`src/rtl/ntt_pkg.sv`:
```
// Shared types and default sizing for the NTT address sequencing blocks.
package ntt_pkg;

  localparam int unsigned DefaultDepth = 85;
  localparam int unsigned DefaultPassW = 4;

  typedef enum logic [1:0] {
    StIdle,
    StInit,
    StRun,
    StDone
  } seq_state_e;

endpackage

```
`src/rtl/addr_sequencer.sv`:
```
// Sequences a companion address generator through one or more DEPTH-step passes,
// flagging consumed addresses (valid), pass ends (last) and completion (done).
module addr_sequencer
  import ntt_pkg::*;
#(
  parameter int unsigned DEPTH  = DefaultDepth,
  parameter int unsigned PASS_W = DefaultPassW
) (
  input  logic                     clk,
  input  logic                     reset_n,
  input  logic                     start,
  input  logic                     mode_in,
  input  logic [PASS_W-1:0]        npasses,
  input  logic                     stall,
  input  logic                     abort,
  output logic                     ag_reset,
  output logic                     ag_mode,
  output logic                     ag_incr,
  output logic                     valid,
  output logic                     last,
  output logic                     busy,
  output logic                     done,
  output logic [$clog2(DEPTH)-1:0] step
);

  localparam int unsigned StepW = $clog2(DEPTH);
  localparam logic [StepW-1:0] StepMax = StepW'(DEPTH - 1);

  seq_state_e        state_q, state_d;
  logic [StepW-1:0]  step_q, step_d;
  logic [PASS_W-1:0] pass_q, pass_d;
  logic              mode_q, mode_d;
  logic [PASS_W-1:0] npasses_q, npasses_d;
  logic [PASS_W-1:0] pass_final;

  // A requested pass count of zero runs a single pass.
  assign pass_final = (npasses_q == '0) ? '0 : npasses_q - PASS_W'(1);

  always_comb begin
    state_d   = state_q;
    step_d    = step_q;
    pass_d    = pass_q;
    mode_d    = mode_q;
    npasses_d = npasses_q;
    ag_reset  = 1'b0;
    valid     = 1'b0;
    last      = 1'b0;

    unique case (state_q)
      StIdle: begin
        if (start) begin
          mode_d    = mode_in;
          npasses_d = npasses;
          step_d    = '0;
          pass_d    = '0;
          state_d   = StInit;
        end
      end
      StInit: begin
        ag_reset = 1'b1;
        state_d  = abort ? StIdle : StRun;
      end
      StRun: begin
        if (abort) begin
          state_d = StIdle;
        end else begin
          valid = !stall;
          if (valid) begin
            last = (step_q == StepMax);
            if (last) begin
              step_d = '0;
              if (pass_q == pass_final) begin
                state_d = StDone;
              end else begin
                pass_d = pass_q + PASS_W'(1);
              end
            end else begin
              step_d = step_q + StepW'(1);
            end
          end
        end
      end
      StDone: begin
        state_d = StIdle;
      end
      default: begin
        state_d = StIdle;
      end
    endcase
  end

  always_ff @(posedge clk or negedge reset_n) begin
    if (!reset_n) begin
      state_q   <= StIdle;
      step_q    <= '0;
      pass_q    <= '0;
      mode_q    <= 1'b0;
      npasses_q <= '0;
    end else begin
      state_q   <= state_d;
      step_q    <= step_d;
      pass_q    <= pass_d;
      mode_q    <= mode_d;
      npasses_q <= npasses_d;
    end
  end

  assign ag_incr = valid;
  assign ag_mode = mode_q;
  assign busy    = (state_q != StIdle);
  assign done    = (state_q == StDone);
  assign step    = step_q;

endmodule

```
`config.mk`:
```
export PLATFORM = sky130hd
export DESIGN_NAME = addr_sequencer
export DESIGN_NICKNAME = d
export VERILOG_FILES = /design/src/rtl/ntt_pkg.sv /design/src/rtl/addr_sequencer.sv
export SDC_FILE = /design/constraint.sdc
export NUM_CORES = 1
export LEC_CHECK = 0
export BUFFER_PORTS_ARGS = -buffer_cell sky130_fd_sc_hd__buf_4
export CAP_MARGIN = 10
export CELL_PAD_IN_SITES_DETAIL_PLACEMENT = 2
export CELL_PAD_IN_SITES_GLOBAL_PLACEMENT = 2
export CORE_UTILIZATION = 33
export CTS_BUF_LIST = sky130_fd_sc_hd__clkbuf_4 sky130_fd_sc_hd__clkbuf_8
export CTS_CLUSTER_DIAMETER = 150
export DETAILED_ROUTE_END_ITERATION = 8
export PLACE_DENSITY = 0.84
export SETUP_SLACK_MARGIN = 0.15
export SLEW_MARGIN = 20
export SYNTH_ARGS = -nofsm -noshare
export SYNTH_HDL_FRONTEND = slang
export SYNTH_SLANG_ARGS = --single-unit
export TNS_END_PERCENT = 5
```
`constraint.sdc`:
```
create_clock -name clk -period 2.5 [get_ports clk]
set_input_delay 0.5 -clock clk [delete_from_list [all_inputs] [get_ports clk]]
set_output_delay 0.5 -clock clk [all_outputs]
set_load 0.01 [all_outputs]
```
==> results of run 1 <==
[registers in the layout, summed over array words and instances, names as in the netlist]
signal	cells
step	7
pass_q	4
npasses_q	4
ag_mode	1
state_q	2
[power groups by stage]
stage | clock (µW) | combinational (µW) | sequential [µW]
after CTS | 191 | 261 | 391
final | 191 | 258 | 390
after detailed placement | 0 | 260 | 396
after global placement | 0 | 242 | 391
after floorplan | 0 | 171 | 377
after global routing | 202 | 287 | 398
[stage by stage]
| stage | utilization (%) | power (µW) | cell area (µm²) | instances |
|---|---|---|---|---|
| floorplan | - | 548 | 1090 | 123 |
| global placement | 42.3 | 633 | 1310 | 189 |
| detailed placement | 42.3 | 656 | 1310 | 189 |
| CTS | 43.5 | 843 | 1350 | 193 |
| global route | 43.5 | 887 | 1350 | 193 |
| finish | 43.5 | 838 | 1350 | 193 |
[cell usage after synthesis, drive strengths merged, types with 3 or more instances]
cell	count	area share (%)
nand2	22	7.6
dfrtp	18	41
inv	7	2.4
nand3	7	3.2
o21ai	7	3.2
nor2	6	2.1
nor2b	6	3.4
nand2b	5	2.9
a211oi	4	3.2
nor3	4	1.8
a21oi	3	1.4
ha	3	3.4
xor2	3	2.4
[layer usage]
metal  track usage [%]  part of all wire, %  vias to the layer above
met4              3.65                 0.57                        0
met2              35.8                   52                       15
met1              26.1                   46                      516
li1                  -                    -                      480
met3              3.49                  2.1                        2
met5                 0                    0                        -
[how the worst max path moves through the flow]
stage          slack [ns]        end  cells after the start
2_1_floorplan        0.75  pass_q[1]                      6
3_3_place_gp         0.62  pass_q[1]                      5
3_5_place_dp         0.50  pass_q[1]                      5
4_1_cts              0.35       last                      4
5_1_grt              0.25       last                      4
6_report             0.38       last                      4
[cells by family (layout without fill, tap and decap cells)]
family / Yosys count / in the layout / synth area share, %
simple gates: 62 / 62 / 30.2
compound gates: 24 / 24 / 15.6
flops: 18 / 18 / 41.2
buf+inv: 9 / 35 / 3.78
xor+xnor: 5 / 5 / 4.01
fa+ha+maj: 3 / 3 / 3.43
mux: 2 / 2 / 1.83
[worst register-to-register path, delay by kind of cell (launching register included)]
family	cells	cell delay, ns
compound gates	4	1.14
simple gates	1	0.33
flops	1	0.48
[cell type report]
cell class / instances / area (µm²) / share of cell area, %
clock buffer: 4 / 36.3 / 2.69
inverter: 7 / 26.3 / 1.95
multi-input combinational: 96 / 602 / 44.6
sequential: 18 / 450 / 33.4
tap: 44 / 55.1 / 4.08
timing repair buffer: 24 / 180 / 13.3
==> metrics.md, run 1 <==
| Metric | Value |
|---|---|
| Status | `completed` |
| Worst Path Required | `2.00 ns` |
| Io pins | `24` |
| Post-synth EDFFs | `0` |
| Ys Warns | `0` |
| Most common cell after layout, fill and taps aside | `buf_4` |
| Post-Syn Area | `0.00109 mm²` |
| Final setup vio count | `0` |
| Max-slew headroom | `57.0%` |
| Worst r2r path cells | `5` |
| Area Overhead vs Synth | `23.5%` |
| Sequential power share | `46.5%` |
| Post-synth top flop | `dfrtp_1` |
| Logic pwr share | `30.8%` |
| Worst R2R End | `pass_q[1]` |
| Worst setup margin | `0.378 ns` |
| Hold slack | `0.0460 ns` |
| Clock-pin slew on the worst setup and hold paths | `0.12 ns` |
| WP buf/inv | `1` |
| Drc violations | `0` |
| CORE AREA | `0.00310 mm²` |
| VDD IR max | `0.255 mV` |
| Initial antenna violation count | `0` |
| First-pass GRT wire length | `5.33 mm` |
| Switch Pwr | `312 µW` |
| Net switching fraction of the power | `37.2%` |
| Post-Syn Nets | `136` |
| Vias per Instance | `5.25` |
| Async SR Flop Fraction | `100%` |
| Postcts setup bufs | `0` |
| Critical path peak fanout | `6` |
| Sink Count | `18` |
| CTS tree | `built` |
| Row count | `20` |
| Starting density of the core | `35.2%` |
| Pin count of the biggest net entering global routing | `19` |
| Syn avg cell area | `8.89 µm²` |
| Share of layout cells above drive strength 1 | `24.8%` |
| Clock network fraction of total power | `22.7%` |
| Fin. Hold Viols | `0` |
| Worst Skew | `0.00592 ns` |
| Critical Path Start Type | `flop` |
| Input/output buffers | `23` |
| WS Path Type | `reg2out` |
| Max stage delay cell, worst path | `dfrtp_1` |
| Seq/Total Area, Yosys | `41.2%` |
| Syn Inst Count | `123` |
| Most frequent cells in the layout | `buf_4 (24), nand2_1 (22), dfrtp_1 (18)` |
| Worst R2R Setup Slack | `0.45 ns` |
| CP arrival | `1.62 ns` |
| Iteration count of the initial detailed-routing pass | `4` |
| Final Wtd Congestion | `0.740` |
| RSZ-0062 raised after global routing | `no` |
| Via count | `1,013` |
| HP Class | `in2async` |
| Final wirelength | `3.14 mm` |
| Critical Path, Cell by Cell | `nand2b_1 > nor3_1 > nor2b_1 > buf_4` |
| CTS H-tree depth | `1` |
| Leak | `0.000636 µW` |
| Global Route Usage Sum | `20.3%` |
| Inserted Diodes | `0` |
| Antenna-violating nets left | `0` |
| CTS Buf Count | `3` |
| Pre-CTS setup slack | `0.497 ns` |
| Setup crit end kind | `output port` |
| Post-synthesis cell type count | `36` |
| CTS Root Cell | `clkbuf_4` |
| Die width | `59.6 µm` |
| Post-CTS Resized | `0` |
| Die Ht | `59.6 µm` |
| Worst-Skew Late Latency | `0.30 ns` |
| Die Area | `0.00355 mm²` |
| First DRT Iteration DRCs | `28` |
| F_max | `471 MHz` |
| Average wire per standard cell | `16.2 µm` |
| Max-Cap Viols | `0` |
| Final period utilization | `84.9%` |
| Family with the most delay on the worst path | `simple AND/OR/NAND/NOR gates` |
| Fill count | `373` |
| Internal power | `526 µW` |
| Max Slew Vio Count | `0` |
| Post-synthesis register bit count | `18` |
| Overflow after GRT | `0` |
| Final nets | `163` |
| DP Wirelength | `2.50 mm` |
| P per Cell Area | `621 mW/mm²` |
| Final min period | `2.12 ns` |
| Worst Tran Pin Value | `0.646 ns` |
| Hold buffers post-CTS | `0` |
| Reg2reg start | `pass_q[0]` |
| Vias in the first global route | `1,112` |
| TNS Setup | `0 ns` |
| Max stage delay on crit path | `0.44 ns` |
| CTS max path bufs | `2` |
| Worst setup startpoint | `state_q[0]` |
No activity file was read; power rests on OpenSTA's default activity.
==> run 2: changes to the inputs <==
==> constraint.sdc (replaced) <==
create_clock -name clk -period 2.2 [get_ports clk]
set_input_delay 0.44 -clock clk [delete_from_list [all_inputs] [get_ports clk]]
set_output_delay 0.44 -clock clk [all_outputs]
set_load 0.01 [all_outputs]
==> metrics.md, run 2 (synthesis results as in run 1) <==
| Metric | Value |
|---|---|
| Setup crit end kind | `output port` |
| CTS H-tree depth | `1` |
| Final wirelength | `3.32 mm` |
| Area of placed instances | `0.00131 mm²` |
| Post-Layout Cell Count | `194` |
| Sink Count | `18` |
| Leak | `0.000641 µW` |
| Final setup vio count | `0` |
| Most common cell after layout, fill and taps aside | `buf_4` |
| Vias per Instance | `5.14` |
| Input/output buffers | `23` |
| P per Cell Area | `670 mW/mm²` |
| Final period utilization | `92.0%` |
| HP Class | `in2reg` |
| Met2 usage | `37.9%` |
| CTS max path bufs | `2` |
| Max-slew headroom | `76.8%` |
| Iteration count of the initial detailed-routing pass | `3` |
| CTS Buf Count | `3` |
| F_max | `494 MHz` |
| Die Area | `0.00355 mm²` |
| Placed Instances | `189` |
| Row count | `20` |
| Worst Tran Pin Value | `0.348 ns` |
| Overflow after GRT | `0` |
| Critical Path Start Type | `flop` |
| Worst Path Required | `1.76 ns` |
| Final Wtd Congestion | `0.733` |
| Share of layout cells above drive strength 1 | `27.3%` |
| RSZ-0062 raised after global routing | `yes` |
| Io pins | `24` |
| Clock-pin slew on the worst setup and hold paths | `0.10 ns` |
| Final nets | `165` |
| Max Slew Vio Count | `0` |
| Global Route Usage Sum | `21.6%` |
| Drc violations | `0` |
| First-pass GRT wire length | `5.60 mm` |
| CP arrival | `1.58 ns` |
| Hold path cells | `3` |
| Design area | `0.00137 mm²` |
| Worst r2r path cells | `5` |
| Inserted Diodes | `0` |
| Fin. Hold Viols | `0` |
| Final min period | `2.02 ns` |
| Most crowded layer after global routing | `met2` |
| Most frequent cells in the layout | `buf_4 (25), nand2_1 (22), dfrtp_1 (18)` |
| Antenna-violating nets left | `0` |
| Die Ht | `59.6 µm` |
| DP Wirelength | `2.45 mm` |
| Status | `completed` |
| Area Overhead vs Synth | `25.3%` |
| Average wire per standard cell | `17.1 µm` |
| CTS Root Cell | `clkbuf_4` |
| Initial antenna violation count | `0` |
| CTS tree | `built` |
| Worst Skew | `0.00238 ns` |
| WS Path Type | `reg2out` |
| Die width | `59.6 µm` |
| Max-Cap Viols | `0` |
| CORE AREA | `0.00310 mm²` |
| First DRT Iteration DRCs | `25` |
| Vias in the first global route | `1,157` |
| Critical path peak fanout | `6` |
| VDD IR max | `0.282 mV` |
| Met3 usage | `2.18%` |
| Worst-Skew Late Latency | `0.29 ns` |
| Via count | `998` |
| Pin count of the biggest net entering global routing | `19` |
| TNS Setup | `0 ns` |
| Starting density of the core | `35.2%` |
| Largest register FFs | `7` |
| GRT met1 Usage | `26.8%` |
==> run 2: report_power, final <==
group	leakage [µW]	switching, µW	internal, µW	total, µW
sequential	0.000240	73.7	370	444
clock	0.0000138	106	63.7	170
combinational	0.000388	168	136	304
total	0.000641	348	570	918
==> run 2: metal layers <==
layer | share of wire [%] | vias to the layer above
li1 | - | 484
met1 | 46 | 492
met2 | 51 | 16
met3 | 1.8 | 6
met4 | 1.6 | 0
met5 | 0 | -
==> run 2: worst max-delay path, cell delays in order, from the launching register on <==
cell and delay [ns]:
dfrtp_1 0.45, nand2b_2 0.25, nor3_2 0.21, nor2b_2 0.23, buf_4 0.15
==> run 2: final cells by class <==
| type | count | area, µm² |
|---|---|---|
| clock buffer | 3 | 22.5 |
| inverter | 7 | 26.3 |
| timing repair buffer | 26 | 198 |
| sequential | 18 | 450 |
| multi-input combinational | 96 | 618 |
| tap | 44 | 55.1 |
| fill | 366 | 1730 |
==> run 2: final timing paths <==
kind	startpoint	endpoint	slack (ns)
worst max-delay path	state_q[0]	last	0.18
worst min-delay path	npasses[2]	npasses_q[2]	0.33
worst max register to register	pass_q[1]	pass_q[2]	0.36
worst min register to register	ag_mode	ag_mode	0.49
max in group asynchronous	reset_n	step[5]	1.44
min in group asynchronous	reset_n	state_q[1]	0.56
==> run 2: per-stage QoR <==
stage / hold WS (ns) / util (%) / setup slack [ns] / power [µW]
after floorplan: 0.144 / - / 0.455 / 623
after global placement: 0.325 / 42.3 / 0.396 / 712
after detailed placement: 0.334 / 42.3 / 0.284 / 741
after CTS: 0.320 / 44.0 / 0.163 / 920
after global routing: 0.354 / 44.2 / 0.122 / 981
final: 0.330 / 44.2 / 0.176 / 918
==> run 2: timing repair <==
| action | CTS | global route |
|---|---|---|
| hold buffers | 1 | 0 |
| gates resized for setup | 3 | 1 |
| setup buffers | 1 | 0 |
| hold endpoints to repair | 18 | 0 |
| setup endpoints to repair | 1 | 2 |
| pin swaps | 1 | 0 |
| gates cloned | 0 | 0 |
==> run 3: changes to the inputs <==
--- a/config.mk
+++ b/config.mk
@@ -9,6 +9,7 @@
 export CAP_MARGIN = 10
 export CELL_PAD_IN_SITES_DETAIL_PLACEMENT = 2
 export CELL_PAD_IN_SITES_GLOBAL_PLACEMENT = 2
+export CORE_MARGIN = 5
 export CORE_UTILIZATION = 33
 export CTS_BUF_LIST = sky130_fd_sc_hd__clkbuf_4 sky130_fd_sc_hd__clkbuf_8
 export CTS_CLUSTER_DIAMETER = 150
==> constraint.sdc (replaced) <==
create_clock -name clk -period 2 [get_ports clk]
set_input_delay 0.4 -clock clk [delete_from_list [all_inputs] [get_ports clk]]
set_output_delay 0.4 -clock clk [all_outputs]
set_load 0.01 [all_outputs]
==> metrics.md, run 3 (synthesis results as in run 1) <==
| Metric | Value |
|---|---|
| Status | `completed` |
| TNS Setup | `0 ns` |
| Hold slack | `0.291 ns` |
| Fill count | `355` |
| RSZ-0062 raised after global routing | `yes` |
| Most common cell after layout, fill and taps aside | `buf_4` |
| Input/output buffers | `23` |
| Sink Count | `18` |
| VDD IR max | `0.361 mV` |
| Iteration count of the initial detailed-routing pass | `4` |
| CTS tree | `built` |
| Reg2reg start | `pass_q[2]` |
| Fin. Hold Viols | `0` |
| Vias in the first global route | `1,150` |
| Max Slew Vio Count | `0` |
| Average wire per standard cell | `18.5 µm` |
| Area Overhead vs Synth | `38.3%` |
| Worst R2R Setup Slack | `0.19 ns` |
| Max-slew headroom | `74.6%` |
| Vias per Instance | `5.22` |
| Global Route Usage Sum | `16.4%` |
| Final Wtd Congestion | `0.798` |
| Worst Path Required | `1.60 ns` |
| Initial antenna violation count | `0` |
| Family with the most delay on the worst path | `simple AND/OR/NAND/NOR gates` |
| Pin count of the biggest net entering global routing | `19` |
| Inserted Diodes | `0` |
| Via count | `1,071` |
| Setup crit end kind | `output port` |
| Largest register FFs | `7` |
| Max stage delay cell, worst path | `dfrtp_1` |
| CORE AREA | `0.00328 mm²` |
| Overflow after GRT | `0` |
| First DRT Iteration DRCs | `36` |
| Total power draw | `1140 µW` |
| P per Cell Area | `754 mW/mm²` |
| Critical Path Start Type | `flop` |
| WP buf/inv | `1` |
| Row count | `21` |
| Antenna-violating nets left | `0` |
| CP arrival | `1.47 ns` |
| Die width | `67.6 µm` |
| F_max | `534 MHz` |
| Die Area | `0.00457 mm²` |
| First-pass GRT wire length | `5.58 mm` |
| Final period utilization | `93.7%` |
| Worst setup path endpoint | `last` |
| Final min period | `1.87 ns` |
| Worst Tran Pin Value | `0.382 ns` |
| Worst setup startpoint | `step[5]` |
| WS Path Type | `reg2out` |
| Die Ht | `67.6 µm` |
| Crit path depth | `4` |
| Worst-Skew Late Latency | `0.30 ns` |
| Drc violations | `0` |
| Io pins | `24` |
| Worst Skew | `0.00880 ns` |
| CTS max path bufs | `2` |
| Critical Path, Cell by Cell | `and4bb_2 > nand3_4 > nor2b_4 > buf_6` |
| Final setup vio count | `0` |
| CTS H-tree depth | `1` |
| Critical path peak fanout | `4` |
| Leak | `0.000687 µW` |
| Max stage delay on crit path | `0.43 ns` |
| DP Wirelength | `2.42 mm` |
| Max-Cap Viols | `0` |
| HP Class | `in2reg` |
| Most frequent cells in the layout | `buf_4 (32), nand2_1 (22), dfrtp_1 (10)` |
| Clock-pin slew on the worst setup and hold paths | `0.12 ns` |
| Final wirelength | `3.80 mm` |
| Share of layout cells above drive strength 1 | `41.5%` |
| Final nets | `173` |
| CTS Root Cell | `clkbuf_4` |
| Starting density of the core | `33.3%` |
| Worst R2R End | `pass_q[1]` |
| CTS Buf Count | `3` |
| Worst r2r path cells | `5` |
-- run 3: cell types whose count changed in the layout (fill, tap and decap cells not counted), moves of 2 or more --
cell,before,now
dfrtp_2,0,8
a211oi_2,1,3
dfrtp_1,18,10
a211oi_1,3,1
buf_4,25,32
-- run 3: how the worst min path moves through the flow --
stage	start	endpoint	slack, ns	cells past startpoint
after floorplan	reset_n	ag_mode	0.10	0
after global placement	reset_n	state_q[1]	0.29	1
after detailed placement	reset_n	state_q[1]	0.29	1
after CTS	npasses[1]	npasses_q[1]	0.28	3
after global routing	npasses[3]	npasses_q[3]	0.29	3
final	npasses[3]	npasses_q[3]	0.29	3
-- run 3: per-stage QoR --
step / setup slack (ns) / area, µm² / cells / util (%)
after floorplan: 0.255 / 1090 / 123 / -
after global placement: 0.159 / 1320 / 191 / 40.1
after detailed placement: 0.0828 / 1320 / 191 / 40.1
after CTS: 0.0752 / 1400 / 198 / 42.5
after global routing: 0.0724 / 1510 / 205 / 46.1
final: 0.126 / 1510 / 205 / 46.1
-- run 3: report_power, final --
part           internal (µW)  switching, µW  leakage, µW  total (µW)
Clock                    111            122    0.0000210         233
Combinational            196            212     0.000438         407
Sequential               412           89.0     0.000228         501
Total                    718            423     0.000687        1140
-- run 3: repair_timing --
action,4_1_cts,5_1_grt
gates resized for setup,4,19
setup endpoints to repair,6,7
pin swaps,1,4
buffers inserted,2,7
hold buffers,1,0
endpoints found under the hold margin,18,0
-- run 3: area by class of cell --
type	instances	area [µm²]	area share [%]
Multi-Input combinational cell	96	671	44.3
Clock buffer	4	36.3	2.40
Sequential cell	18	460	30.4
Inverter	7	26.3	1.74
Timing Repair Buffer	34	262	17.3
Tap cell	46	57.6	3.80
-- run 3: per-layer routing --
metal,up-vias,wire length (µm),track usage [%],part of all wire [%]
li1,500,-,-,-
met1,552,1490,18.3,39
met2,13,2160,30.7,57
met3,6,75,3.00,2.0
met4,0,79,5.57,2.1
met5,-,0,0,0
-- run 3: tightest hold or removal path: stages --
cell and delay [ns]:
buf_4 0.07, nand2_1 0.04, nand2_1 0.04
